**src/rtl/da_wave_play.sv**
```systemverilog
// rtl/da_wave_play.sv - FIFO-to-DAC sample playback paced by a phase accumulator
// Build option DA_UNDERRUN_HOLD_EN: keep the last played sample on the DAC after an underrun.
module da_wave_play #(
  parameter int unsigned ACC_W     = 24,
  parameter int unsigned PRIME_LVL = 16,
  parameter logic [7:0]  MIDSCALE  = 8'h80
) (
  input  logic        clk,
  input  logic        rst_n,
  input  logic        enable,
  input  logic [12:0] freq,
  input  logic [7:0]  fifo_dout,
  input  logic        fifo_empty,
  input  logic [12:0] rd_data_count,
  output logic        fifo_rd_en,
  output logic [7:0]  da_data,
  output logic        da_clk,
  output logic        playing,
  output logic [15:0] underrun_cnt
);
  typedef enum logic [1:0] {IDLE, PRIME, PLAY} state_e;

  state_e           state_q, state_d;
  logic [ACC_W-1:0] acc_q, acc_d;
  logic             rd_en_q, rd_en_d;
  logic             cap_q, cap_d;
  logic             und1_q, und1_d;
  logic             und2_q, und2_d;
  logic [7:0]       da_q, da_d;
  logic             da_clk_q, da_clk_d;
  logic             playing_q, playing_d;
  logic [15:0]      cnt_q, cnt_d;

  logic [ACC_W:0]   sum;
  logic             go_idle;
  logic             tick;

  assign sum     = {1'b0, acc_q} + (ACC_W+1)'(freq);
  assign go_idle = !enable || (freq == 13'd0);
  assign tick    = (state_q == PLAY) && sum[ACC_W];

  always_comb begin
    state_d = state_q;
    acc_d   = acc_q;
    rd_en_d = 1'b0;
    cap_d   = rd_en_q;
    und1_d  = 1'b0;
    und2_d  = und1_q;
    da_d    = da_q;
    cnt_d   = cnt_q;

    // Reads and underruns land on the DAC two clocks after their tick.
    if (cap_q) da_d = fifo_dout;
    if (und2_q) begin
`ifdef DA_UNDERRUN_HOLD_EN
      da_d = da_q;
`else
      da_d = MIDSCALE;
`endif
    end

    if (go_idle) begin
      state_d = IDLE;
      acc_d   = '0;
      cap_d   = 1'b0;
      und2_d  = 1'b0;
      da_d    = MIDSCALE;
    end else begin
      case (state_q)
        IDLE: begin
          state_d = PRIME;
          da_d    = MIDSCALE;
        end
        PRIME: begin
          if ({19'd0, rd_data_count} >= PRIME_LVL) state_d = PLAY;
        end
        PLAY: begin
          acc_d = sum[ACC_W-1:0];
          if (tick) begin
            if (fifo_empty) begin
              und1_d  = 1'b1;
              state_d = PRIME;
              acc_d   = '0;
              if (cnt_q != 16'hFFFF) cnt_d = cnt_q + 16'd1;
            end else begin
              rd_en_d = 1'b1;
            end
          end
        end
        default: state_d = IDLE;
      endcase
    end

    playing_d = (state_d == PLAY);
    da_clk_d  = (state_d == PLAY) && !acc_d[ACC_W-1];
  end

  always_ff @(posedge clk or negedge rst_n) begin
    if (!rst_n) begin
      state_q   <= IDLE;
      acc_q     <= '0;
      rd_en_q   <= 1'b0;
      cap_q     <= 1'b0;
      und1_q    <= 1'b0;
      und2_q    <= 1'b0;
      da_q      <= MIDSCALE;
      da_clk_q  <= 1'b0;
      playing_q <= 1'b0;
      cnt_q     <= 16'd0;
    end else begin
      state_q   <= state_d;
      acc_q     <= acc_d;
      rd_en_q   <= rd_en_d;
      cap_q     <= cap_d;
      und1_q    <= und1_d;
      und2_q    <= und2_d;
      da_q      <= da_d;
      da_clk_q  <= da_clk_d;
      playing_q <= playing_d;
      cnt_q     <= cnt_d;
    end
  end

  assign fifo_rd_en   = rd_en_q;
  assign da_data      = da_q;
  assign da_clk       = da_clk_q;
  assign playing      = playing_q;
  assign underrun_cnt = cnt_q;
endmodule

```
**config.mk**
```make
export PLATFORM = sky130hd
export DESIGN_NAME = da_wave_play
export DESIGN_NICKNAME = d
export VERILOG_FILES = /design/src/rtl/da_wave_play.sv
export SDC_FILE = /design/constraint.sdc
export NUM_CORES = 1
export LEC_CHECK = 0
export CORE_AREA = 5 5 95 97
export CTS_CLUSTER_DIAMETER = 100
export CTS_CLUSTER_SIZE = 28
export DETAILED_ROUTE_END_ITERATION = 8
export DIE_AREA = 0 0 100 102
export GPL_ROUTABILITY_DRIVEN = 0
export PLACE_DENSITY = 0.75
export SYNTH_ARGS = -nofsm -noshare
export SYNTH_HDL_FRONTEND = slang
export SYNTH_SLANG_ARGS = --single-unit
```
**constraint.sdc**
```tcl
create_clock -name clk -period 3.55 [get_ports clk]
set_input_delay 0.355 -clock clk [delete_from_list [all_inputs] [get_ports clk]]
set_output_delay 0.355 -clock clk [all_outputs]
set_load 0.01 [all_outputs]
```
**Word level (Yosys, flattened, before mapping)**

Cells that the tools add are included.

- Bits in registers: 56
- Logic and storage cells: 52
- Output and inout port bits: 27

- Eq/ne operators: 4
- Muxes and demuxes: 23
- $lt $le $gt $ge: 1
- Add/subtract/negate cells: 2
- Reductions and logical operators: 10
- Bitwise gates (word level): 1

Operators by type and width:

| kind | number |
|---|---|
| $mux W24 | 4 |
| $mux W8 | 4 |
| $add A24 B13 Y25 | 1 |
| $add A16 B1 Y16 const B | 1 |
| $ne A16 B16 Y1 const B | 1 |
| $ge A13 B5 Y1 const B | 1 |
| $logic_not A13 Y1 | 1 |
| $mux W1 | 10 |
| $mux W2 | 4 |
| $pmux W2 S3 | 1 |
| $reduce_and A5 Y1 | 1 |
| $eq A2 B2 Y1 const B | 2 |
| $reduce_bool A4 Y1 | 1 |
| $eq A2 B1 Y1 const B | 1 |
| $logic_and A1 B1 Y1 | 2 |
| $logic_not A1 Y1 | 2 |
| $logic_not A2 Y1 | 1 |
| $reduce_bool A2 Y1 | 1 |
| $logic_or A1 B1 Y1 | 1 |
| $not A1 Y1 | 1 |

**Longest topological paths before layout**

Gate-level depths: netlist of the first run.

- Word-level depth: 7
- Mapped depth: 12
- Gate-level depth less buffers: 10

**Worst setup path after synthesis of the first run**

No wires, ideal clock.

- Path kind: in2reg
- Start: in freq[0]
- End: reg cnt_q[10], in the netlist underrun_cnt[10]
- Data required time: 3,471 ps
- Arrival time: 2,653 ps
- Cell stages on the path: 12
- Setup slack: 818 ps
- Cells stage by stage: ha_1 -> inv_1 -> fa_1 -> nand2b_1 -> a21oi_1 -> o32ai_1 -> o21a_1 -> or4_1 -> buf_2 -> buf_6 -> nor3_2 -> xor2_1

- Word-level cells in the longest chain between the ends: 4
- Elaborated cells on any way between the ends: 6
- Classes of those cells: add/sub (1); bitwise (1); reduce/logical (4)

RTL lines:

| what | RTL line | source |
|---|---|---|
| start: declaration | 11 | `input logic [12:0] freq,` |
| parallel branches: the longest is 3 deep, another holds $add A24 B13 Y25 | -- |  |
| $reduce_and A5 Y1 (no source line) * | -- |  |
| end signal: assignment | 120 | `cnt_q <= cnt_d;` |
| end: declaration | 32 | `logic [15:0] cnt_q, cnt_d;` |

Mark *: on every way between the ends.
A chain may end at the register's enable or synchronous reset.

**Worst setup path in the final report of the first run**

- Start: in freq[0]
- End: reg cnt_q[14], in the netlist underrun_cnt[14]

The elaborated chain is that of the path after synthesis.

==> results_dict.tcl, run 1 <==
set metrics [dict create \
    final_instance_area_mm2 0.003961 \
    hold_buffers 0 \
    postSynthNetCount 381 \
    die_h_um 102 \
    detailroute.wirelength.met3_um 413 \
    worst-r2r-setup-slack_ns 0.59 \
    coreArea_mm2 0.008051 \
    clock_tree_from_tritoncts "done" \
    fin_setup_tns_ns 0 \
    n_antenna_cell 0 \
    count_of_final_max_slew_check_failures 0 \
    clock.fmax_ghz 0.3198 \
    grt_max_degree 36 \
    htreeDepth 2 \
    postSynthRegisterBits 56 \
    yosys.cell_count.top_type "sky130_fd_sc_hd__dfrtp_1" \
    static-leakage-power_uw 0.001703 \
    synthCells 328 \
    setup_fix_buffers_added_after_clock_tree_synthesis 0 \
    detail_route.first_pass.iterations 4 \
    via_count_of_the_first_global_routing_pass 2715 \
    clock_slew_at_reported_path_ffs_ns 0.11 \
    synth_sequential_area_ratio_pct 45.00 \
    biggest_area_contributors_in_the_synthesized_netlist "sky130_fd_sc_hd__dfrtp_1, sky130_fd_sc_hd__ha_1, sky130_fd_sc_hd__xor2_1, sky130_fd_sc_hd__nand2_1, sky130_fd_sc_hd__nor2_1" \
    antenna_left 0 \
    syn_to_final_growth_pct 27.10 \
    tightestPinTransition_ns 0.7963 \
    ratio_of_cells_with_drive_above_1_in_the_final_layout_pct 5.838 \
    finalCritPeriodShare_pct 88.09 \
    vias_per_cell 5.232 \
    total_congestion_overflow_after_global_routing 0 \
    place.port_buffers 60 \
    wl_um 6971 \
    cp-end-kind "flop" \
    synth-edff-count 0 \
    clock-skew-final_ns 0.008452 \
    synth.largest_area_cell "sky130_fd_sc_hd__dfrtp_1" \
    ctsResizeCount 0 \
    finalSetupViolations 0 \
    timing.final.hold_violations 0 \
    synth_area_per_cell_um2 9.502 \
    final_total_pwr_uw 1307 \
    min_period_ns 3.127 \
    clock_tree.root_cell "sky130_fd_sc_hd__clkbuf_8" \
    grt_pass1_wl_um 12070 \
    std_cell_rows 33 \
    timing.slew.headroom_pct 46.92 \
    cp_max_fo 14 \
    worst_ep_required_time_ns 3.79 \
    drc 0 \
    yosysUniqueCellTypes 54 \
    clock_insertion_delay_worst_skew_ns 0.32 \
    ios 65 \
    timing.hold.worst.class "primary input to async pin" \
    timing_worst_setup_path_type "primary input to flop" \
    crit-reg2reg-capture "underrun_cnt[14]$_DFFE_PN0P_" \
    reg2regPathDepth 11 \
    synth_warnings 0 \
    top_layer "met4" \
    netlist_area_mm2 0.003117 \
    clock_sink_count 56 \
    cap_viol_max_count 0 \
    vdd.ir_drop.worst_v 0.0001598 \
    place_hpwl_um 5306 \
    timing.critical_path.from "freq[0]" \
    finish.net_count 446 \
    antenna_found_initial 0 \
    cts-root-to-sink-buffers 2 \
    timing.rr.start "acc_q[0]$_DFFE_PN0P_" \
    grt_util_all_layers_pct 14.16 \
    die_area_mm2 0.01020 \
    wl_met1_um 3013 \
    initial_utilization_pct 38.71 \
    drt-initial-drc-count 153 \
    crit_path_start_kind "primary input" \
    power-per-cell-area_mw_per_mm2 329.8 \
    postSynth.asyncResetShare_pct 100.0 \
    routed_vias 2611 \
    outcome "finished clean" \
    average_wire_per_standard_cell_um 13.97 \
    yosys.area.top_type_share_pct 44.16 \
    arrival_ns 3.37 \
    post_dp_cell_area_mm2 0.003850 \
    met2_length_um 3443 \
    grt_setup_unrepaired "no" \
    synth_top_flop_cell "sky130_fd_sc_hd__dfrtp_1" \
    die-width_um 100 \
    ys_top_cells_by_count "sky130_fd_sc_hd__dfrtp_1, sky130_fd_sc_hd__nand2_1, sky130_fd_sc_hd__nor2_1, sky130_fd_sc_hd__o21ai_0, sky130_fd_sc_hd__xor2_1" \
    cts_made_buffers 5 \
]
kinds of logic (layout without fill, tap and decap cells):
logic type	Yosys count	in the layout	synth area share [%]
simple gates	132	132	21.92
fa+ha+maj	15	15	6.263
xor+xnor	27	27	7.587
mux	8	8	2.609
buf+inv	21	87	2.810
flops	56	56	45.00
compound gates	69	69	13.81
cell type report:
type	count	area, um2
Inverter	13	48.80
Clock buffer	6	72.57
Multi-Input combinational cell	251	1627
Fill cell	723	4090
Timing Repair Buffer	66	640.6
Clock inverter	2	38.79
Sequential cell	56	1403
Tap cell	105	131.4
stage by stage:
| stage | setup slack (ns) | std cells | hold WS, ns | util, % |
|---|---|---|---|---|
| 2_1_floorplan | 0.8179 | 328 | 0.05941 | - |
| 3_3_place_gp | 0.1271 | 491 | 0.4395 | 47.82 |
| 3_5_place_dp | 0.1118 | 491 | 0.4445 | 47.82 |
| 4_1_cts | 0.4198 | 499 | 0.1444 | 49.20 |
| 5_1_grt | 0.2695 | 499 | 0.1863 | 49.20 |
| 6_report | 0.4228 | 499 | 0.1199 | 49.20 |
sequential cells by signal, summed over array words and instances (netlist names):
| register | flops |
|---|---|
| acc_q | 24 |
| da_data | 8 |
| und1_q | 1 |
| playing | 1 |
| da_clk | 1 |
| underrun_cnt | 16 |
| cap_q | 1 |
| fifo_rd_en | 1 |
| state_q | 2 |
| und2_q | 1 |
how the worst max path moves through the flow:
stage                                    to  slack, ns  depth (start not counted)
2_1_floorplan  underrun_cnt[10]$_DFFE_PN0P_       0.82                         12
3_3_place_gp    underrun_cnt[8]$_DFFE_PN0P_       0.13                         12
3_5_place_dp   underrun_cnt[14]$_DFFE_PN0P_       0.11                         12
4_1_cts        underrun_cnt[14]$_DFFE_PN0P_       0.42                         12
5_1_grt        underrun_cnt[12]$_DFFE_PN0P_       0.27                         12
6_report       underrun_cnt[14]$_DFFE_PN0P_       0.42                         12
cells in the final DEF, fill, tap and decap left out, drive strengths merged, types with 7 or more instances in the layout:
master / instances
and3: 7
mux2i: 7
dfrtp: 55
xor2: 20
buf: 7
nor2: 31
ha: 14
a21oi: 18
xnor2: 7
nand3: 17
clkdlybuf4s50: 59
nand2b: 7
nor3: 13
inv: 14
o21ai: 21
nand2: 31
where the power goes:
group	total, uW	internal, uW	switching [uW]	leakage (uW)
clock	429	214	215	0.0000558
combinational	209	97.2	112	0.000890
sequential	669	656	13.4	0.000757
per-layer routing:
| metal | vias to the layer above | track usage (%) |
|---|---|---|
| met1 | 1238 | 18.01 |
| met5 | - | 0 |
| met3 | 9 | 3.276 |
| met4 | 0 | 4.456 |
| met2 | 66 | 24.06 |
| li1 | 1298 | - |
worst max-delay path, cell delays in order:
cell and delay (ns):
sky130_fd_sc_hd__clkdlybuf4s50_1 0.49, sky130_fd_sc_hd__ha_1 0.21, sky130_fd_sc_hd__inv_1 0.07, sky130_fd_sc_hd__fa_1 0.38, sky130_fd_sc_hd__nand2b_1 0.19, sky130_fd_sc_hd__a21oi_1 0.18
sky130_fd_sc_hd__o32ai_1 0.14, sky130_fd_sc_hd__o21a_1 0.22, sky130_fd_sc_hd__or4_1 0.52, sky130_fd_sc_hd__buf_4 0.21, sky130_fd_sc_hd__nor3_1 0.22, sky130_fd_sc_hd__xor2_1 0.18
Power figures use the tool's default switching activity.
==> run 2, diff against run 1 <==
- CORE_AREA: 5 5 95 97 -> 2 2 92 94
- DIE_AREA: 0 0 100 102 -> 0 0 94 96
==> results_dict.tcl, run 2 (same netlist as run 1, synthesis figures left out) <==
set metrics [dict create \
    outcome "finished clean" \
    antenna_found_initial 0 \
    most_used_cells_in_the_layout_excluding_fill_and_tap_cells "sky130_fd_sc_hd__clkdlybuf4s50_1, sky130_fd_sc_hd__dfrtp_1, sky130_fd_sc_hd__nand2_1" \
    critical_path.max_stage_delay_ns 0.64 \
    timing.rr.start "acc_q[0]$_DFFE_PN0P_" \
    finalSetupViolations 0 \
    timing.hold.worst.class "primary input to async pin" \
    setup_fix_buffers_added_after_clock_tree_synthesis 0 \
    die-width_um 94 \
    worst-r2r-setup-slack_ns 0.55 \
    path_cells "clkdlybuf4s50_1 -> ha_1 -> inv_1 -> fa_1 -> nand2b_1 -> a21oi_1 -> o32ai_1 -> o21a_1 -> or4_1 -> buf_4 -> nor3_2 -> xor2_1" \
    syn_to_final_growth_pct 26.70 \
    cts-root-to-sink-buffers 2 \
    arrival_ns 3.40 \
    finalCritPeriodShare_pct 89.02 \
    routed_vias 2651 \
    die_area_mm2 0.009024 \
    final_core_util_pct 49.04 \
    timing_worst_setup_path_type "primary input to flop" \
    grt_max_degree 40 \
    timing.final.hold_violations 0 \
    placed_cells 492 \
    total_congestion_overflow_after_global_routing 0 \
    std_cell_rows 33 \
    place.port_buffers 60 \
    final_instance_area_mm2 0.003949 \
    fin_cells 500 \
    hold_buffers 0 \
    ctsResizeCount 0 \
    drt-initial-drc-count 161 \
    power-per-cell-area_mw_per_mm2 314.7 \
    clock-skew-final_ns 0.007335 \
    clock_tree_from_tritoncts "done" \
    count_of_final_max_slew_check_failures 0 \
    vias_per_cell 5.302 \
    clock_insertion_delay_worst_skew_ns 0.32 \
    cap_viol_max_count 0 \
    min_period_ns 3.160 \
    wl_um 6978 \
    crit_path_start_kind "primary input" \
    finish.net_count 447 \
    grt_util_all_layers_pct 16.01 \
    vdd.ir_drop.worst_v 0.0001719 \
    initial_utilization_pct 38.71 \
    n_antenna_cell 0 \
    static-leakage-power_uw 0.001699 \
    cts_made_buffers 5 \
    coreArea_mm2 0.008051 \
    ios 65 \
    reg2regPathDepth 11 \
    clock_sink_count 56 \
    cp-end-kind "flop" \
    cp_max_fo 5 \
    via_count_of_the_first_global_routing_pass 2532 \
    clock_tree.root_cell "sky130_fd_sc_hd__clkbuf_8" \
    combined_buffer_and_inverter_count_along_the_critical_path 3 \
    tightestPinTransition_ns 0.9275 \
    ratio_of_cells_with_drive_above_1_in_the_final_layout_pct 6.329 \
    max_flop_register "acc_q" \
    detail_route.first_pass.iterations 4 \
    average_wire_per_standard_cell_um 13.96 \
    post_dp_cell_area_mm2 0.003857 \
    drc 0 \
    fin_setup_tns_ns 0 \
    mostFrequentLayoutCell "sky130_fd_sc_hd__clkdlybuf4s50_1" \
    worst_ep_required_time_ns 3.79 \
    worst_path_max_delay_cell "sky130_fd_sc_hd__or4_1" \
    critical-path-top-delay-family "simple AND/OR/NAND/NOR gates" \
    clock.fmax_ghz 0.3164 \
    grt_setup_unrepaired "no" \
    grt_pass1_wl_um 11590 \
    place_hpwl_um 5198 \
    timing.slew.headroom_pct 38.16 \
    antenna_left 0 \
    die_h_um 96 \
    crit-reg2reg-capture "underrun_cnt[10]$_DFFE_PN0P_" \
    flip_flop_count_of_the_largest_register_all_copies_and_words_added 24 \
    clock_slew_at_reported_path_ffs_ns 0.11 \
    htreeDepth 2 \
]
==> run 2: cell types whose count changed in the layout (fill, tap and decap cells not counted) <==
cell | before | now
sky130_fd_sc_hd__clkinv_4 | 0 | 1
sky130_fd_sc_hd__clkinv_2 | 0 | 1
sky130_fd_sc_hd__bufinv_16 | 1 | 0
sky130_fd_sc_hd__buf_4 | 6 | 7
sky130_fd_sc_hd__clkbuf_1 | 1 | 0
==> run 2: final cells by class <==
cell class                      count  area (um2)
Tap cell                          105       131.4
Fill cell                         768        4103
Clock buffer                        5       68.82
Timing Repair Buffer               67       648.1
Multi-Input combinational cell    251        1627
Sequential cell                    56        1403
Clock inverter                      3       22.52
Inverter                           13       48.80
==> run 2: stage by stage <==
stage	hold slack (ns)	power (uW)	worst slack, ns
after floorplan	0.05941	798.1	0.8179
after global placement	0.4408	885.0	0.1319
after detailed placement	0.4433	889.9	0.08910
after CTS	0.1948	1258	0.4059
after global routing	0.2251	1303	0.2771
final	0.1688	1243	0.3898
==> run 2: worst max-delay path by stage <==
| stage | from | end | slack [ns] | cells after the start |
|---|---|---|---|---|
| 5_1_grt | freq[0] | underrun_cnt[6]$_DFFE_PN0P_ | 0.28 | 12 |
| 3_3_place_gp | freq[0] | underrun_cnt[1]$_DFFE_PN0P_ | 0.13 | 11 |
| 3_5_place_dp | freq[0] | underrun_cnt[6]$_DFFE_PN0P_ | 0.09 | 12 |
| 2_1_floorplan | freq[0] | underrun_cnt[10]$_DFFE_PN0P_ | 0.82 | 12 |
| 4_1_cts | freq[0] | underrun_cnt[10]$_DFFE_PN0P_ | 0.41 | 12 |
| 6_report | freq[0] | underrun_cnt[10]$_DFFE_PN0P_ | 0.39 | 12 |
==> run 2: power breakdown <==
| part | internal, uW | switching (uW) |
|---|---|---|
| clock network | 142 | 222 |
| logic | 97.1 | 112 |
| registers | 656 | 13.6 |
| total | 895 | 348 |
==> run 2: worst reg2reg max path, cell delays in order (launching register included) <==
cell and delay, ns:
sky130_fd_sc_hd__dfrtp_1 0.38, sky130_fd_sc_hd__ha_1 0.20, sky130_fd_sc_hd__inv_1 0.06, sky130_fd_sc_hd__fa_1 0.37, sky130_fd_sc_hd__nand2b_1 0.19, sky130_fd_sc_hd__a21oi_1 0.21
sky130_fd_sc_hd__o32ai_1 0.15, sky130_fd_sc_hd__o21a_1 0.22, sky130_fd_sc_hd__or4_1 0.64, sky130_fd_sc_hd__buf_4 0.22, sky130_fd_sc_hd__nor3_2 0.12, sky130_fd_sc_hd__xor2_1 0.17
==> run 2: layer usage <==
| layer | routed length [um] | track usage [%] |
|---|---|---|
| met5 | 0 | 0 |
| met4 | 74 | 4.227 |
| met3 | 305 | 3.054 |
| met2 | 3414 | 27.14 |
| met1 | 3184 | 21.14 |
